**src/rtl/mdu_ctrl_if.sv**
```systemverilog
// mdu_ctrl_if: request/response bundle between the execute stage and the
// multiply/divide controller.
//   start   request valid (held by the pipeline while stall is high)
//   op      0=MULT 1=MULTU 2=DIV 3=DIVU 4=MTHI 5=MTLO 6/7=no request
//   rs_val  operand A (dividend, multiplicand, MTHI/MTLO source)
//   rt_val  operand B (divisor, multiplier)
//   mf_req  execute stage holds an MFHI/MFLO this cycle
//   busy    operation in flight
//   stall   hold the pipeline (busy and a request that needs HI/LO)
//   done    one-cycle pulse after MULT/DIV results land in HI/LO
//   hi, lo  HI/LO registers
// master = pipeline side, slave = controller side.
interface mdu_ctrl_if;
   logic        start;
   logic [2:0]  op;
   logic [31:0] rs_val;
   logic [31:0] rt_val;
   logic        mf_req;
   logic        busy;
   logic        stall;
   logic        done;
   logic [31:0] hi;
   logic [31:0] lo;

   modport master (
      output start, op, rs_val, rt_val, mf_req,
      input  busy, stall, done, hi, lo
   );

   modport slave (
      input  start, op, rs_val, rt_val, mf_req,
      output busy, stall, done, hi, lo
   );
endinterface

```
**src/rtl/mdu_ctrl.sv**
```systemverilog
// mdu_ctrl: multiply/divide controller owning the HI/LO registers.
// Two-cycle multiply, 32-step restoring divide plus a sign-fix cycle, and
// single-cycle MTHI/MTLO. Stalls the pipeline while an operation is in flight.
// Ports:
//   clk    system clock, rising edge
//   reset  asynchronous active-low reset
//   bus    mdu_ctrl_if.slave (start/op/rs_val/rt_val/mf_req in,
//          busy/stall/done/hi/lo out)
module mdu_ctrl (
   input logic       clk,
   input logic       reset,
   mdu_ctrl_if.slave bus
);

   typedef enum logic [1:0] {StIdle, StMul, StDiv, StFix} state_e;

   localparam logic [2:0] OpMult  = 3'd0;
   localparam logic [2:0] OpMultu = 3'd1;
   localparam logic [2:0] OpDiv   = 3'd2;
   localparam logic [2:0] OpDivu  = 3'd3;
   localparam logic [2:0] OpMthi  = 3'd4;
   localparam logic [2:0] OpMtlo  = 3'd5;

   state_e state_q, state_d;

   logic [31:0] hi_q, lo_q;
   logic [31:0] a_q;          // raw operand A (multiplicand, or HI on divide-by-zero)
   logic [31:0] b_q;          // multiplier, or divisor magnitude
   logic [31:0] quo_q;        // dividend bits shifting out, quotient bits shifting in
   logic [31:0] rem_q;        // partial remainder, always below the divisor
   logic [5:0]  cnt_q;
   logic        mul_signed_q;
   logic        sign_q_q;
   logic        sign_r_q;
   logic        dz_q;
   logic        done_q;

   // Control decoded from state
   logic busy;
   logic op_mul, op_div;
   logic mthi_we, mtlo_we;
   logic mul_start, div_start;
   logic mul_we, div_step, fix_we;

   // Datapath combinational signals
   logic        div_signed;
   logic [31:0] rs_mag, rt_mag;
   logic [63:0] mul_a, mul_b, prod;
   logic [32:0] rem_sh, trial;
   logic [31:0] rem_n, quo_n;
   logic [31:0] fix_hi, fix_lo;

   assign op_mul = (bus.op == OpMult) || (bus.op == OpMultu);
   assign op_div = (bus.op == OpDiv) || (bus.op == OpDivu);

   // ---------------------------------------------------------------- FSM
   always_ff @(posedge clk or negedge reset) begin
      if (!reset) begin
         state_q <= StIdle;
      end else begin
         state_q <= state_d;
      end
   end

   always_comb begin
      state_d = state_q;
      unique case (state_q)
         StIdle: begin
            if (bus.start) begin
               if (op_mul) begin
                  state_d = StMul;
               end else if (op_div) begin
                  // A zero divisor skips the iterations; FIX supplies fixed results.
                  state_d = (bus.rt_val == 32'd0) ? StFix : StDiv;
               end
            end
         end
         StMul:   state_d = StIdle;
         StDiv:   if (cnt_q == 6'd31) state_d = StFix;
         StFix:   state_d = StIdle;
         default: state_d = StIdle;
      endcase
   end

   always_comb begin
      busy      = 1'b0;
      mthi_we   = 1'b0;
      mtlo_we   = 1'b0;
      mul_start = 1'b0;
      div_start = 1'b0;
      mul_we    = 1'b0;
      div_step  = 1'b0;
      fix_we    = 1'b0;
      unique case (state_q)
         StIdle: begin
            mthi_we   = bus.start && (bus.op == OpMthi);
            mtlo_we   = bus.start && (bus.op == OpMtlo);
            mul_start = bus.start && op_mul;
            div_start = bus.start && op_div;
         end
         StMul: begin
            busy   = 1'b1;
            mul_we = 1'b1;
         end
         StDiv: begin
            busy     = 1'b1;
            div_step = 1'b1;
         end
         StFix: begin
            busy   = 1'b1;
            fix_we = 1'b1;
         end
         default: ;
      endcase
   end

   assign bus.busy  = busy;
   // Combinational so it drops in the same cycle the FSM returns to IDLE.
   assign bus.stall = busy & (bus.start | bus.mf_req);
   assign bus.done  = done_q;
   assign bus.hi    = hi_q;
   assign bus.lo    = lo_q;

   // ---------------------------------------------------------- datapath
   always_comb begin
      div_signed = (bus.op == OpDiv);
      rs_mag = (div_signed && bus.rs_val[31]) ? -bus.rs_val : bus.rs_val;
      rt_mag = (div_signed && bus.rt_val[31]) ? -bus.rt_val : bus.rt_val;
   end

   // Extending both operands to 64 bits makes the low 64 product bits correct
   // for signed and unsigned alike.
   always_comb begin
      mul_a = mul_signed_q ? {{32{a_q[31]}}, a_q} : {32'd0, a_q};
      mul_b = mul_signed_q ? {{32{b_q[31]}}, b_q} : {32'd0, b_q};
      prod  = mul_a * mul_b;
   end

   // Restoring step. rem_q < divisor, so the shifted value is below twice the
   // divisor and bit 32 of the 33-bit difference is a reliable sign.
   always_comb begin
      rem_sh = {rem_q, quo_q[31]};
      trial  = rem_sh - {1'b0, b_q};
      rem_n  = trial[32] ? rem_sh[31:0] : trial[31:0];
      quo_n  = {quo_q[30:0], ~trial[32]};
   end

   // 0x80000000 / -1 needs no special case: magnitudes give q=0x80000000 with
   // a positive sign, which is the required wrapped result.
   always_comb begin
      if (dz_q) begin
         fix_lo = 32'hFFFF_FFFF;
         fix_hi = a_q;
      end else begin
         fix_lo = sign_q_q ? -quo_q : quo_q;
         fix_hi = sign_r_q ? -rem_q : rem_q;
      end
   end

   always_ff @(posedge clk or negedge reset) begin
      if (!reset) begin
         hi_q         <= 32'd0;
         lo_q         <= 32'd0;
         a_q          <= 32'd0;
         b_q          <= 32'd0;
         quo_q        <= 32'd0;
         rem_q        <= 32'd0;
         cnt_q        <= 6'd0;
         mul_signed_q <= 1'b0;
         sign_q_q     <= 1'b0;
         sign_r_q     <= 1'b0;
         dz_q         <= 1'b0;
         done_q       <= 1'b0;
      end else begin
         done_q <= mul_we | fix_we;

         if (mthi_we) hi_q <= bus.rs_val;
         if (mtlo_we) lo_q <= bus.rs_val;
         if (mul_we) begin
            hi_q <= prod[63:32];
            lo_q <= prod[31:0];
         end
         if (fix_we) begin
            hi_q <= fix_hi;
            lo_q <= fix_lo;
         end

         if (mul_start || div_start) begin
            a_q          <= bus.rs_val;
            mul_signed_q <= (bus.op == OpMult);
         end
         if (mul_start) begin
            b_q <= bus.rt_val;
         end
         if (div_start) begin
            b_q      <= rt_mag;
            quo_q    <= rs_mag;
            rem_q    <= 32'd0;
            cnt_q    <= 6'd0;
            sign_q_q <= div_signed & (bus.rs_val[31] ^ bus.rt_val[31]);
            sign_r_q <= div_signed & bus.rs_val[31];
            dz_q     <= (bus.rt_val == 32'd0);
         end
         if (div_step) begin
            rem_q <= rem_n;
            quo_q <= quo_n;
            cnt_q <= cnt_q + 6'd1;
         end
      end
   end

endmodule

```
**src/flat_wrapper.sv**
```systemverilog
// flat-port wrapper written by rule: the top's interface ports become plain ports
module mdu_ctrl_flat 
  (clk, reset, bus_start, bus_op, bus_rs_val, bus_rt_val, bus_mf_req, bus_busy, bus_stall, bus_done, bus_hi, bus_lo);
  mdu_ctrl_if bus_i ();
  input logic clk;
  input logic reset;
  input wire logic [$bits(bus_i.start)-1:0] bus_start;
  input wire logic [$bits(bus_i.op)-1:0] bus_op;
  input wire logic [$bits(bus_i.rs_val)-1:0] bus_rs_val;
  input wire logic [$bits(bus_i.rt_val)-1:0] bus_rt_val;
  input wire logic [$bits(bus_i.mf_req)-1:0] bus_mf_req;
  output wire logic [$bits(bus_i.busy)-1:0] bus_busy;
  output wire logic [$bits(bus_i.stall)-1:0] bus_stall;
  output wire logic [$bits(bus_i.done)-1:0] bus_done;
  output wire logic [$bits(bus_i.hi)-1:0] bus_hi;
  output wire logic [$bits(bus_i.lo)-1:0] bus_lo;
  assign bus_i.start = bus_start;
  assign bus_i.op = bus_op;
  assign bus_i.rs_val = bus_rs_val;
  assign bus_i.rt_val = bus_rt_val;
  assign bus_i.mf_req = bus_mf_req;
  assign bus_busy = bus_i.busy;
  assign bus_stall = bus_i.stall;
  assign bus_done = bus_i.done;
  assign bus_hi = bus_i.hi;
  assign bus_lo = bus_i.lo;
  mdu_ctrl u_core (.clk(clk), .reset(reset), .bus(bus_i));
endmodule
```
**config.mk**
```make
export PLATFORM = sky130hd
export DESIGN_NAME = mdu_ctrl_flat
export DESIGN_NICKNAME = d
export VERILOG_FILES = /design/src/rtl/mdu_ctrl_if.sv /design/src/rtl/mdu_ctrl.sv /design/src/flat_wrapper.sv
export SDC_FILE = /design/constraint.sdc
export NUM_CORES = 2
export LEC_CHECK = 0
export BUFFER_PORTS_ARGS = -buffer_cell sky130_fd_sc_hd__buf_2
export CORE_AREA = 2 2 304 457
export CTS_CLUSTER_SIZE = 16
export DETAILED_ROUTE_END_ITERATION = 7
export DIE_AREA = 0 0 306 459
export HOLD_SLACK_MARGIN = 0.1
export SLEW_MARGIN = 20
export SYNTH_ARGS = -nofsm -noshare
export SYNTH_HDL_FRONTEND = slang
export SYNTH_SLANG_ARGS = --single-unit
```
**constraint.sdc**
```tcl
create_clock -name clk -period 12.45 [get_ports clk]
set_clock_uncertainty 0.1 [all_clocks]
set_input_delay 1.245 -clock clk [delete_from_list [all_inputs] [get_ports clk]]
set_output_delay 1.245 -clock clk [all_outputs]
set_load 0.005 [all_outputs]
```
## Word level (Yosys, flattened, before mapping)

Index checks and enable logic that the tools add are counted.

- Logic and storage cells: 95
- Input bits: 71
- Register bits: 205
- Bits in latches: 0
- Memories kept: 0
- RAM bits: 0
- Output and inout port bits: 67
- Memory bits (read-only): 0

- Muxes and demuxes: 37
- $lt $le $gt $ge: 0
- Div/mod/pow operators: 0
- Shift-type cells: 0
- Reduce and logical (&&, ||, !) cells: 19
- Multiply operators: 1
- Bitwise operators: 7
- Equality and inequality tests: 12
- Add/subtract/negate cells: 6

Operators with widths:

| operator | count |
|---|---|
| 32-bit 2-to-1 mux | 19 |
| 64-bit 2-to-1 mux | 2 |
| 32-bit negation | 4 |
| 64-bit by 64-bit multiplier with 64-bit output | 1 |
| 33-bit by 32-bit subtractor with 33-bit output | 1 |
| 32-bit zero test | 1 |
| 6-bit 2-to-1 mux | 2 |
| 1-bit 2-to-1 mux | 9 |
| 2-bit 2-to-1 mux | 4 |
| 6-bit by 1-bit adder with 6-bit output, second input constant | 1 |
| 3-bit by 2-bit equality test with 1-bit output, second input constant | 2 |
| 3-bit equality test, second input constant | 2 |
| 6-bit by 5-bit equality test with 1-bit output, second input constant | 1 |
| 1-bit logical AND | 6 |
| 2-bit one-hot mux with 3 select lines | 1 |
| 3-bit nonzero test | 2 |
| 2-bit equality test, second input constant | 2 |
| 2-bit nonzero test | 2 |
| 1-bit AND | 3 |
| 3-bit by 1-bit equality test with 1-bit output, second input constant | 1 |
| 3-bit zero test | 1 |
| 1-bit logical OR | 3 |
| 3-bit by 1-bit != test with 1-bit output, second input constant | 1 |
| 3-bit AND reduction | 1 |
| 9 further kinds | 10 |

## Logic depth before layout (Yosys ltp)

- Depth in word-level cells: 6
- Mapped depth: 36
- Gate-level depth less buffers: 33

## Worst setup path after synthesis

Ideal clock, no wire load.

- Path type: register to register
- Start: register u_core.a_q[31]
- End: register u_core.hi_q[31], in the netlist u_core.bus.hi[31]
- Library setup time: 131 ps
- Period minus slack after synthesis: 9618 ps
- Buffers on the path: 2
- Setup slack: 2832 ps
- Data required time: 12219 ps
- Stages on the path, launching flop included: 31
- Arrival: 9387 ps
- Path through: dfrtp_1 -> and2_1 -> clkbuf_1 -> clkbuf_1 -> nand2_1 -> fa_1 -> inv_1 -> fa_1 -> fa_1 -> inv_1 -> fa_1 -> inv_1 -> fa_1 -> fa_1 -> fa_1 -> fa_1 -> fa_1 -> inv_1 -> fa_1 -> inv_1 -> ha_1 -> nand4_1 -> or2_2 -> or3_1 -> a211oi_1 -> a221oi_1 -> o2bb2ai_1 -> o211ai_1 -> nand2_1 -> o311a_1 -> or3_1

- Cells in the longest elaborated chain, start to end: 4
- Elaborated cells on any way between the ends: 5
- Those cells by class: 1 x mul; 4 x mux

Ends and longest elaborated chain:

| element | line | source |
|---|---|---|
| from (decl) | mdu_ctrl.sv:27 | `logic [31:0] a_q;` |
| from (signal assigned) | mdu_ctrl.sv:189 | `a_q <= bus.rs_val;` |
| 64-bit 2-to-1 mux | mdu_ctrl.sv:134 | `mul_a = mul_signed_q ? {{32{a_q[31]}}, a_q} : {32'd0, a_q};` |
| 64-bit by 64-bit multiplier with 64-bit output | mdu_ctrl.sv:136 | `prod = mul_a * mul_b;` |
| 32-bit 2-to-1 mux | mdu_ctrl.sv:179 | `if (mul_we) begin` |
| 32-bit 2-to-1 mux * | mdu_ctrl.sv:183 | `if (fix_we) begin` |
| to (signal assigned) | mdu_ctrl.sv:177 | `if (mthi_we) hi_q <= bus.rs_val;` |
| to (signal assigned) | mdu_ctrl.sv:180 | `hi_q <= prod[63:32];` |
| to (signal assigned) | mdu_ctrl.sv:184 | `hi_q <= fix_hi;` |
| to (decl) | mdu_ctrl.sv:26 | `logic [31:0] hi_q, lo_q;` |

Mark *: on every way between the ends. The rest lies on a longest branch, timed or not.
A chain may end at the register's enable or synchronous reset.

## Worst setup path in the final report

- Start: register u_core.mul_signed_q
- End: register u_core.hi_q[31], in the netlist u_core.bus.hi[31]

- Cells in the longest elaborated chain, start to end: 4
- Elaborated cells on any way between the ends: 5
- Those cells by class: 1 x mul; 4 x mux

Ends and longest elaborated chain:

| element | line | source |
|---|---|---|
| from (decl) | mdu_ctrl.sv:32 | `logic mul_signed_q;` |
| from (signal assigned) | mdu_ctrl.sv:190 | `mul_signed_q <= (bus.op == OpMult);` |
| 64-bit 2-to-1 mux (on tied branches) | mdu_ctrl.sv:134, mdu_ctrl.sv:135 |  |
| 64-bit by 64-bit multiplier with 64-bit output * | mdu_ctrl.sv:136 |  |
| 32-bit 2-to-1 mux * | mdu_ctrl.sv:179 |  |
| 32-bit 2-to-1 mux * | mdu_ctrl.sv:183 |  |

Marked as above.

==> reports/qor.txt <==
Outcome -> completed
Yosys cell types -> 77
CTS Buffer Depth -> 3
Initial antenna violation count -> 12
Share of cells above drive strength 1 -> 5.47%
Crit-path max FO -> 13
Kind of critical path -> reg2reg
# hold bufs at CTS -> 0
Flops & latches, synth -> 205
Number of CTS-inserted buffers -> 28
Vias post-DR -> 46100
Die ar. -> 140000 um^2
GRT Util Overall -> 29.7%
Worst Path Arrival -> 11.12 ns
Final setup viols -> 0
Port bufs -> 137
Core area -> 137000 um^2
Hold Crit Depth -> 2
Synth cell count leaders -> 1563 x inv_1, 1420 x fa_1, 683 x nand2_1
First-pass GRT wire length -> 309000 um
Min-delay src -> u_core.bus.hi[3]$_DFFE_PN0P_
Maxcap violations -> 0
Reg2reg start -> u_core.mul_signed_q$_DFFE_PN0P_
Largest net degree at the start of global routing -> 116
Hpwl dp -> 164000 um
Post-Syn Area -> 61100 um^2
Max-slew violation count -> 0
I/O pin cnt -> 138
DRT antenna net count -> 0
Vias per Instance -> 5.52
CP Launch Type -> flop
Htree depth -> 1
RSZ-0062 raised after global routing -> false
Clock slew at reported path FFs -> 0.06 ns
Ys Warns -> 0
Final min period -> 10.73 ns
Post-Syn Nets -> 8465
Final wirelength -> 203000 um
Fin crit share -> 86.1%
Post-synth EDFFs -> 0
Area contributors post-synth -> fa_1 47%, inv_1 9.6%, dfrtp_1 8.4%
Post-Syn Instances -> 6629
Critical Path Sink Type -> flop
Synth Flop Type -> dfrtp_1
Initial Utilization -> 44.6%
Syn_area_per_cell -> 9.22 um^2
Final GP Congestion -> 0.957
Number of global-route vias before repair -> 50600
R2R cell count -> 30
Achievable frequency -> 93.2 MHz
Worst path required time -> 12.84 ns
R2R Path End -> u_core.bus.hi[31]$_DFFE_PN0P_
GRT overflow -> 0
Worst Hold Class -> reg2reg
CTS sink count -> 205
Final-report hold violation count -> 0
DRC -> 0
Most common cell on crit path -> fa_1
Most area-hungry cell type in the Yosys netlist -> fa_1
Reg2reg setup slack -> 1.72 ns
Slew @ Worst Pin -> 1.16 ns
Sum of negative setup slack -> 0 ns
Fill cell count -> 13200
Slowest CP cell -> fa_1
Synth top area share -> 46.5%
Hold EP -> u_core.bus.hi[3]$_DFFE_PN0P_
Max incr delay on CP -> 0.89 ns
Clk_lat worst skew -> 0.62 ns
Area occupied by multi-input gates -> 48900 um^2
Die H -> 459 um
Rel. slew slack -> 22.7%
Post_cts resized -> 0
Chip width -> 306 um
Clock root cell -> clkbuf_16
Area Growth Syn to Fin -> 5.66%
Most numerous cell in the Yosys netlist -> inv_1
CTS tree -> yes
Ys async rst share -> 100%
Nets -> 8394
DR WL/cell -> 24.3 um
DR iter-0 viols -> 3276
Register area -> 5140 um^2
Postcts setup bufs -> 0
Num rows -> 167
DR pass1 iterations -> 5
Seq/Total Area, Yosys -> 8.40%
==> critical path: cells and delay by family (launching register included) <==
kind	cells	cell delay [ns]
buffers and inverters	7	0.77
adders and majority gates	11	6.04
and+or+nand+nor	7	1.83
AOI/OAI and AO/OA	5	1.23
DFF	1	0.64
==> per-stage QoR <==
step                utilization [%]  cell area [um^2]  worst slack [ns]  hold WS (ns)  instances
global placement               46.5             63600              1.92         0.359       8302
CTS                            47.2             64500              1.79         0.381       8350
detailed placement             46.5             63600              1.85         0.368       8302
finish                         47.2             64600              1.72         0.383       8352
floorplan                         -             61100              2.83         0.353       6629
global route                   47.2             64600              1.15         0.414       8351
==> layer usage <==
metal / part of all wire, % / GRT usage (%)
met1: 36 / 34.5
met2: 51 / 53.1
met3: 5.6 / 3.35
met4: 7.2 / 17.2
met5: 0.015 / 0
==> worst max path at each step <==
stage,start,end,slack (ns),depth (start not counted)
detailed placement,u_core.mul_signed_q$_DFFE_PN0P_,u_core.bus.hi[31]$_DFFE_PN0P_,1.85,30
global placement,u_core.mul_signed_q$_DFFE_PN0P_,u_core.bus.hi[31]$_DFFE_PN0P_,1.92,30
CTS,u_core.mul_signed_q$_DFFE_PN0P_,u_core.bus.hi[31]$_DFFE_PN0P_,1.79,30
finish,u_core.mul_signed_q$_DFFE_PN0P_,u_core.bus.hi[31]$_DFFE_PN0P_,1.72,30
floorplan,u_core.a_q[31]$_DFFE_PN0P_,u_core.bus.hi[31]$_DFFE_PN0P_,2.83,30
global route,u_core.mul_signed_q$_DFFE_PN0P_,u_core.bus.hi[31]$_DFFE_PN0P_,1.15,30
==> cells in the final DEF (no fill, tap or decap), types with 20 or more instances in the layout <==
| cell | instances |
|---|---|
| inv_1 | 1562 |
| fa_1 | 1420 |
| nand2_1 | 682 |
| and2_1 | 598 |
| ha_1 | 345 |
| o21ai_0 | 211 |
| dfrtp_1 | 200 |
| a21oi_1 | 173 |
| nor2_1 | 172 |
| xnor2_1 | 150 |
| buf_2 | 136 |
| xor2_1 | 106 |
| buf_4 | 105 |
| a21o_1 | 58 |
| a22oi_1 | 41 |
| mux2_2 | 39 |
| nand3_1 | 34 |
| o31ai_1 | 32 |
| and3_1 | 31 |
| nor3_1 | 31 |
| a31oi_1 | 28 |
| clkbuf_16 | 28 |
| or3_1 | 26 |
| mux2i_1 | 26 |
| o221ai_1 | 23 |
| o211ai_1 | 22 |
| nand2b_1 | 20 |
==> logic make-up (layout without fill, tap and decap cells) <==
logic type	after synthesis	count (layout)	synth area share, %
AO/OA/AOI/OAI	742	742	7.73
flip-flops	205	205	8.40
other	0	2	0
AND/OR/NAND/NOR	1687	1687	13.7
multiplexers	65	65	1.14
buffers and inverters	1908	1855	11.7
adder cells (fa/ha/maj)	1766	1766	53.6
XOR/XNOR	256	256	3.67
==> registers in the layout (all words and copies together), names as in the netlist, 2 cells and up <==
name / cells
u_core.a_q: 32
u_core.bus.lo: 32
u_core.rem_q: 32
u_core.bus.hi: 32
u_core.quo_q: 32
u_core.cnt_q: 6
u_core.state_q: 2
u_core.b_q: 32
==> layout make-up <==
type | instances | share of cell area (%)
Antenna cell | 2 | 0.00775
Clock buffer | 39 | 1.21
Timing Repair Buffer | 243 | 2.33
Inverter | 1564 | 9.09
Clock inverter | 9 | 0.285
Sequential cell | 205 | 7.96
Multi-Input combinational cell | 4516 | 75.7
Tap cell | 1774 | 3.44
Power is left out: the tool's default activity adds up to more than one toggle a clock period on the data nets, which glitch-free logic cannot reach.
